===== config.mk =====
export PLATFORM = sky130hd
export DESIGN_NAME = add_stream_unit
export DESIGN_NICKNAME = d
export VERILOG_FILES = /design/src/rtl/add_stream_pkg.sv /design/src/rtl/add_stream_unit_fifo.sv /design/src/rtl/add_stream_unit.sv
export SDC_FILE = /design/constraint.sdc
export NUM_CORES = 1
export LEC_CHECK = 0
export BUFFER_PORTS_ARGS = -buffer_cell sky130_fd_sc_hd__buf_2
export CAP_MARGIN = 40
export CORE_UTILIZATION = 42
export CTS_BUF_LIST = sky130_fd_sc_hd__clkbuf_4 sky130_fd_sc_hd__clkbuf_8 sky130_fd_sc_hd__clkbuf_16
export CTS_CLUSTER_SIZE = 30
export DETAILED_ROUTE_END_ITERATION = 16
export PLACE_DENSITY_LB_ADDON = 0.08
export SYNTH_ARGS = -nofsm -noshare
export SYNTH_HDL_FRONTEND = slang
export SYNTH_SLANG_ARGS = --single-unit

===== constraint.sdc =====
create_clock -name clk -period 4.7 [get_ports clk]
set_input_delay 0.94 -clock clk [delete_from_list [all_inputs] [get_ports clk]]
set_output_delay 0.94 -clock clk [all_outputs]
set_load 0.01 [all_outputs]

===== src/rtl/add_stream_pkg.sv =====
// Shared types and arithmetic for the add_stream_unit datapath.
// Optional build macro ADD_STREAM_SAT_EN: when defined, ADD/ACC saturate to all-ones on carry and SUB clamps to zero on borrow.
// add_compute is the single source of truth for the per-beat arithmetic.
package add_stream_pkg;

  // Default datapath width, and the widest datapath the shared result struct can carry.
  localparam int unsigned ADD_W_DEF = 4;
  localparam int unsigned ADD_W_MAX = 32;
  localparam int unsigned IDX_W     = $clog2(ADD_W_MAX + 1);

  typedef enum logic [1:0] {
    ADD  = 2'b00,
    SUB  = 2'b01,
    ACC  = 2'b10,
    LOAD = 2'b11
  } add_mode_e;

  // Result of one beat. Only the low <width> bits of sum are meaningful; the rest are zero.
  typedef struct packed {
    logic [ADD_W_MAX-1:0] sum;
    logic                 carry;
    logic                 ovf;
  } add_res_t;

  // Computes one beat at (width+1) bits. 'width' must be a constant at the call site.
  function automatic add_res_t add_compute(
    input logic [ADD_W_MAX-1:0] op_a_in,
    input logic [ADD_W_MAX-1:0] op_b_in,
    input logic [ADD_W_MAX-1:0] acc_in,
    input add_mode_e            mode,
    input int unsigned          width
  );
    logic [ADD_W_MAX:0] mask;
    logic [ADD_W_MAX:0] op_a;
    logic [ADD_W_MAX:0] op_b;
    logic [ADD_W_MAX:0] op_acc;
    logic [ADD_W_MAX:0] raw;
    logic [ADD_W_MAX:0] res_w;
    logic [IDX_W-1:0]   top_idx;
    logic [IDX_W-1:0]   msb_idx;
    logic               sign_a;
    logic               sign_b;
    logic               sign_acc;
    logic               sign_r;
    logic               cy;
    logic               ov;
    add_res_t           res;

    mask    = ((ADD_W_MAX + 1)'(1) << width) - (ADD_W_MAX + 1)'(1);
    top_idx = IDX_W'(width);
    msb_idx = IDX_W'(width - 1);

    op_a   = {1'b0, op_a_in} & mask;
    op_b   = {1'b0, op_b_in} & mask;
    op_acc = {1'b0, acc_in}  & mask;

    sign_a   = op_a[msb_idx];
    sign_b   = op_b[msb_idx];
    sign_acc = op_acc[msb_idx];

    // The bit just above the result MSB is the carry for adds and the borrow for subtract.
    case (mode)
      ADD:     raw = op_a + op_b;
      SUB:     raw = op_a - op_b;
      ACC:     raw = op_acc + op_a;
      default: raw = op_a;
    endcase

    sign_r = raw[msb_idx];
    cy     = 1'b0;
    ov     = 1'b0;
    case (mode)
      ADD: begin
        cy = raw[top_idx];
        ov = (sign_a == sign_b) && (sign_r != sign_a);
      end
      SUB: begin
        cy = raw[top_idx];
        ov = (sign_a != sign_b) && (sign_r != sign_a);
      end
      ACC: begin
        cy = raw[top_idx];
        ov = (sign_acc == sign_a) && (sign_r != sign_a);
      end
      default: begin
        cy = 1'b0;
        ov = 1'b0;
      end
    endcase

    res_w = raw & mask;
`ifdef ADD_STREAM_SAT_EN
    // Clamp on the raw carry/borrow; flags still report the unclamped condition.
    if (cy) begin
      if (mode == SUB) begin
        res_w = '0;
      end else if (mode != LOAD) begin
        res_w = mask;
      end
    end
`endif

    res.sum   = res_w[ADD_W_MAX-1:0];
    res.carry = cy;
    res.ovf   = ov;
    return res;
  endfunction

endpackage


===== src/rtl/add_stream_unit_fifo.sv =====
// Generic synchronous FIFO for add_stream results (module add_res_fifo).
// Latency: a pushed entry is visible at the head one cycle after the push edge.
// Backpressure: push is ignored while full and pop while empty; no same-cycle pass-through.
module add_res_fifo
  import add_stream_pkg::*;
#(
  parameter int  DEPTH = 4,
  parameter type T     = add_res_t
) (
  input  logic                       clk,
  input  logic                       rst,
  input  logic                       push,
  input  T                           push_dat,
  input  logic                       pop,
  output T                           pop_dat,
  output logic                       full,
  output logic                       empty,
  output logic [$clog2(DEPTH):0]     count
);

  localparam int PTR_W = $clog2(DEPTH);
  localparam int CNT_W = PTR_W + 1;

  T                 mem_q [DEPTH];
  logic [PTR_W-1:0] wr_ptr_q, wr_ptr_d;
  logic [PTR_W-1:0] rd_ptr_q, rd_ptr_d;
  logic [CNT_W-1:0] cnt_q,    cnt_d;
  logic             do_push;
  logic             do_pop;

  assign full    = (cnt_q == CNT_W'(DEPTH));
  assign empty   = (cnt_q == '0);
  assign count   = cnt_q;
  assign pop_dat = mem_q[rd_ptr_q];

  // Next pointer/occupancy; pointers wrap naturally since DEPTH is a power of two.
  always_comb begin
    do_push  = push && !full;
    do_pop   = pop && !empty;
    wr_ptr_d = wr_ptr_q;
    rd_ptr_d = rd_ptr_q;
    cnt_d    = cnt_q;
    if (do_push) begin
      wr_ptr_d = wr_ptr_q + PTR_W'(1);
    end
    if (do_pop) begin
      rd_ptr_d = rd_ptr_q + PTR_W'(1);
    end
    case ({do_push, do_pop})
      2'b10:   cnt_d = cnt_q + CNT_W'(1);
      2'b01:   cnt_d = cnt_q - CNT_W'(1);
      default: cnt_d = cnt_q;
    endcase
  end

  // Pointer and occupancy registers, cleared by synchronous reset.
  always_ff @(posedge clk) begin
    if (rst) begin
      wr_ptr_q <= '0;
      rd_ptr_q <= '0;
      cnt_q    <= '0;
    end else begin
      wr_ptr_q <= wr_ptr_d;
      rd_ptr_q <= rd_ptr_d;
      cnt_q    <= cnt_d;
    end
  end

  // Storage needs no reset: entries are only read while the occupancy says they are valid.
  always_ff @(posedge clk) begin
    if (do_push) begin
      mem_q[wr_ptr_q] <= push_dat;
    end
  end

endmodule


===== src/rtl/add_stream_unit.sv =====
// Streaming add/sub/accumulate/load unit with a result FIFO (macro ADD_STREAM_SAT_EN selects saturating arithmetic).
// Latency: one cycle from accepted beat to out_valid when the FIFO was empty.
// Backpressure: in_ready drops while the FIFO is full or in reset; a pop at full frees a slot only for the next cycle.
module add_stream_unit
  import add_stream_pkg::*;
#(
  parameter int ADD_WIDTH  = ADD_W_DEF,
  parameter int FIFO_DEPTH = 4
) (
  input  logic                          clk,
  input  logic                          rst,
  input  logic                          in_valid,
  output logic                          in_ready,
  input  logic [ADD_WIDTH-1:0]          a,
  input  logic [ADD_WIDTH-1:0]          b,
  input  logic [1:0]                    mode,
  output logic                          out_valid,
  input  logic                          out_ready,
  output logic [ADD_WIDTH-1:0]          sum,
  output logic                          carry,
  output logic                          ovf,
  output logic [$clog2(FIFO_DEPTH):0]   count
);

  localparam int CNT_W = $clog2(FIFO_DEPTH) + 1;

  // FIFO entry narrowed to this instance's width.
  typedef struct packed {
    logic [ADD_WIDTH-1:0] sum;
    logic                 carry;
    logic                 ovf;
  } beat_res_t;

  add_mode_e            mode_e;
  add_res_t             res_full;
  beat_res_t            push_dat;
  beat_res_t            head_dat;
  logic                 full;
  logic                 empty;
  logic                 accept;
  logic                 pop;
  logic [CNT_W-1:0]     fifo_count;
  logic [ADD_WIDTH-1:0] acc_q, acc_d;
  logic                 unused_res_hi;

  assign in_ready  = !full && !rst;
  assign accept    = in_valid && in_ready;
  assign out_valid = !empty;
  assign pop       = out_valid && out_ready;
  assign count     = fifo_count;

  // Per-beat arithmetic, evaluated from the presented operands and the current accumulator.
  always_comb begin
    mode_e         = add_mode_e'(mode);
    res_full       = add_compute(ADD_W_MAX'(a), ADD_W_MAX'(b), ADD_W_MAX'(acc_q), mode_e, ADD_WIDTH);
    push_dat.sum   = res_full.sum[ADD_WIDTH-1:0];
    push_dat.carry = res_full.carry;
    push_dat.ovf   = res_full.ovf;
    unused_res_hi  = ^(res_full.sum >> ADD_WIDTH);
  end

  // Accumulator follows the written result on accepted ACC/LOAD beats only.
  always_comb begin
    acc_d = acc_q;
    if (accept && ((mode_e == ACC) || (mode_e == LOAD))) begin
      acc_d = push_dat.sum;
    end
  end

  // Accumulator register.
  always_ff @(posedge clk) begin
    if (rst) begin
      acc_q <= '0;
    end else begin
      acc_q <= acc_d;
    end
  end

  add_res_fifo #(
    .DEPTH (FIFO_DEPTH),
    .T     (beat_res_t)
  ) u_fifo (
    .clk      (clk),
    .rst      (rst),
    .push     (accept),
    .push_dat (push_dat),
    .pop      (pop),
    .pop_dat  (head_dat),
    .full     (full),
    .empty    (empty),
    .count    (fifo_count)
  );

  // Outputs read as zero while there is nothing at the head.
  always_comb begin
    sum   = '0;
    carry = 1'b0;
    ovf   = 1'b0;
    if (!empty) begin
      sum   = head_dat.sum;
      carry = head_dat.carry;
      ovf   = head_dat.ovf;
    end
  end

endmodule


==> flow_summary.yaml <==
grt:
  grt_first_pass_wirelength_um: 5870
  grt_antenna_before_repair: 0
  grt_residual_overflow: 0
  track_usage_pct: 15.6
  number_of_global_route_vias_before_repair: 1264
  largest_net_degree_at_the_start_of_global_routing: 18
sta:
  worstMarginPinSlew_ns: 0.579
  count_of_endpoints_failing_setup_in_the_final_report: 0
  share_of_the_cycle_needed_by_the_critical_path_after_routing_pct: 64.1
  slew_margin_rel_pct: 61.0
  worst_slack_ns: 1.69
  achievable-frequency_mhz: 332
  timing_hold_violations_final: 0
  slew_viol_final: 0
  fin_skew_ns: 0.00760
  finalWorstPathRequiredPeriod_ns: 3.01
  final_total_negative_setup_slack_ns: 0
  rsz0062_at_grt: "no"
die:
  initial_core_utilization_pct: 44.4
  die-height_um: 70.3
  num_io_pins: 25
  num_rows: 24
  dieArea_um2: 4940
  placeableCoreArea_um2: 4410
  floorplan.die.width_um: 70.3
clock_network:
  number_of_h_tree_branching_levels: 2
  cts.hold.buffers_added: 0
  cts-root-to-sink-buffers: 2
  tritoncts.num_buffers: 5
  clock_network_latency_to_the_later_pin_of_the_worst_skew_pair_ns: 0.29
  clkSlewWorstSetupHoldPaths_ns: 0.07
  clk_root_buffer_cell: "sky130_fd_sc_hd__clkbuf_8"
  clock_sinks: 37
  cts_tree: "done"
  count_of_instances_resized_after_the_clock_tree_is_built: 0
  cts.repair_timing.setup_buffer_count: 0
power_and_ir_drop:
  powerDensity_nw_per_um2: 431
  irDropWorstVdd_uv: 265
  power.total_uw: 950
  p_leak_nw: 0.870
synth:
  netlist_instances: 162
  yosys.area.top_type_share_pct: 36.8
  syn-mean-instance-area_um2: 12.1
  synth.distinct_cells: 35
  sequential_to_total_area_share_from_yosys_stat_pct: 50.1
  warning_count_from_the_yosys_run: 0
  postSynthNetCount: 192
  mappedNetlistArea_um2: 1960
  ys_ff_latch: 37
  synthTopCellsByArea: "sky130_fd_sc_hd__edfxtp_1 (37%), sky130_fd_sc_hd__dfxtp_1 (13%), sky130_fd_sc_hd__ha_1 (8.9%), sky130_fd_sc_hd__mux4_2 (6.9%), sky130_fd_sc_hd__and2_1 (3.2%)"
  yosysTopAreaCell: "sky130_fd_sc_hd__edfxtp_1"
cells_and_area:
  post_layout_utilization_of_the_core_pct: 49.9
  multiInputGateArea_um2: 907
  register_cell_area_after_layout_um2: 981
  finalNetCount: 217
  areaGrowthSynthToFinish_pct: 12.6
  fillerInstances: 400
  finalNonFillerCells: 240
  drive_gt1_share_pct: 23.4
  final_cell_mix: "sky130_fd_sc_hd__buf_2 (24), sky130_fd_sc_hd__edfxtp_1 (24), sky130_fd_sc_hd__nor2_1 (16), sky130_fd_sc_hd__ha_1 (14), sky130_fd_sc_hd__dfxtp_1 (13)"
  n_antenna_cell: 0
placed_design:
  io_buffer_count: 24
  dpl.hpwl_um: 2690
  dp.cells: 232
  routability_driven_placement_congestion_ratio: 0.864
  preCtsSetupSlack_ns: 1.37
setup_path:
  worst-path-max-fanout: 9
  worst-setup-path-type: "in -> reg"
  crit_path_start_kind: "input port"
  r2r_setup_slack_ns: 2.49
  critical_path.reg2reg.endpoint: "u_fifo.count[2]"
  rr_worst_depth: 8
  endpoint_kind: "flip-flop"
  rr_startpoint: "u_fifo.count[1]"
  cp.arrival_ns: 3.23
  worst-endpoint-required_ns: 4.92
detailed_routing:
  via_per_inst: 5.22
  drt-initial-drc-count: 45
  post_detailed_routing_wire_length_um: 3530
  drc_errors: 0
  dr.pass1.iters: 4
  detail_route.wl_per_cell_um: 14.7
  antenna_violating_nets_post_route: 0
  vias: 1253
hold_path:
  min-delay-start: "u_fifo.count[2]"
  hold_end: "u_fifo.count[2]"
  whs_path_depth: 2
  timing.hold.worst.class: "reg -> reg"
outcome:
  run_status: "finished, final reports clean"
run:
  drv.max_cap_violation_count: 0
cell usage after synthesis (all sizes together):
master,instances
a311o,1
mux2i,5
and3b,1
o22ai,1
or3,4
and2,11
inv,12
fa,2
o21ai,8
a211oi,1
o31ai,1
a221oi,1
nand2,6
edfxtp,24
a21oi,6
buf,2
nor3,1
nor2,16
mux2,2
a21o,1
xnor2,4
nor3b,3
nand3b,2
xor2,4
a22oi,2
dfxtp,13
nand3,2
nor2b,2
mux4,6
ha,14
clkbuf,4
logic make-up after synthesis:
logic type	share of synthesized area [%]
AND/OR/NAND/NOR	14.0
multiplexers	10.6
buffers and inverters	3.58
flip-flops	50.1
XOR/XNOR	3.96
AO/OA/AOI/OAI	6.77
adder cells (fa/ha/maj)	11.0
registers in the layout, indices dropped and copies added, names as in the netlist, named ones only:
name             flops
u_fifo.rd_ptr_q      2
u_fifo.wr_ptr_q      2
u_fifo.mem_q        24
acc_q                4
u_fifo.count         3
worst max-delay path, cell delays in order:
cell and delay [ns]:
sky130_fd_sc_hd__buf_2 0.10, sky130_fd_sc_hd__inv_1 0.04, sky130_fd_sc_hd__ha_1 0.38, sky130_fd_sc_hd__o21ai_0 0.17
sky130_fd_sc_hd__nand2_1 0.08, sky130_fd_sc_hd__ha_1 0.21, sky130_fd_sc_hd__fa_1 0.44, sky130_fd_sc_hd__xnor2_1 0.13
sky130_fd_sc_hd__o21ai_0 0.47, sky130_fd_sc_hd__mux2i_1 0.16, sky130_fd_sc_hd__nor2_1 0.10
power by group:
| group | total (mW) | switching (mW) | leakage, nW | internal [mW] |
|---|---|---|---|---|
| logic | 0.307 | 0.157 | 0.499 | 0.150 |
| clock network | 0.215 | 0.112 | 0.0455 | 0.102 |
| registers | 0.429 | 0.0377 | 0.326 | 0.391 |
| total | 0.950 | 0.307 | 0.870 | 0.643 |
routing by layer:
layer | global-route usage [%] | wire length (um)
met5 | 0 | 0
met2 | 26.7 | 1730
met1 | 18.9 | 1620
met4 | 6.00 | 54
met3 | 3.75 | 126
per-stage QoR:
| stage | hold slack [ns] | area [um^2] |
|---|---|---|
| finish | 0.505 | 2200 |
| global placement | 0.493 | 2120 |
| floorplan | 0.461 | 1960 |
| detailed placement | 0.496 | 2120 |
| CTS | 0.509 | 2200 |
| global route | 0.541 | 2200 |
how the worst max path moves through the flow:
stage	depth (start not counted)	start	to	slack (ns)
2_1_floorplan	11	mode[0]	u_fifo.mem_q[0][1]	1.66
3_3_place_gp	11	mode[0]	acc_q[2]	1.45
3_5_place_dp	11	mode[0]	acc_q[2]	1.37
4_1_cts	11	mode[0]	acc_q[2]	1.65
5_1_grt	11	mode[0]	acc_q[2]	1.48
6_report	11	mode[0]	acc_q[2]	1.69
area by class of cell:
type / count / area share, %
flip-flops and latches: 37 / 44.5
well taps: 52 / 2.95
inverters: 12 / 2.04
repair buffers: 24 / 5.45
multi-input cells: 107 / 41.1
clock buffers: 5 / 3.12
clock inverters: 3 / 0.795
(Power assumes the default switching activity.)
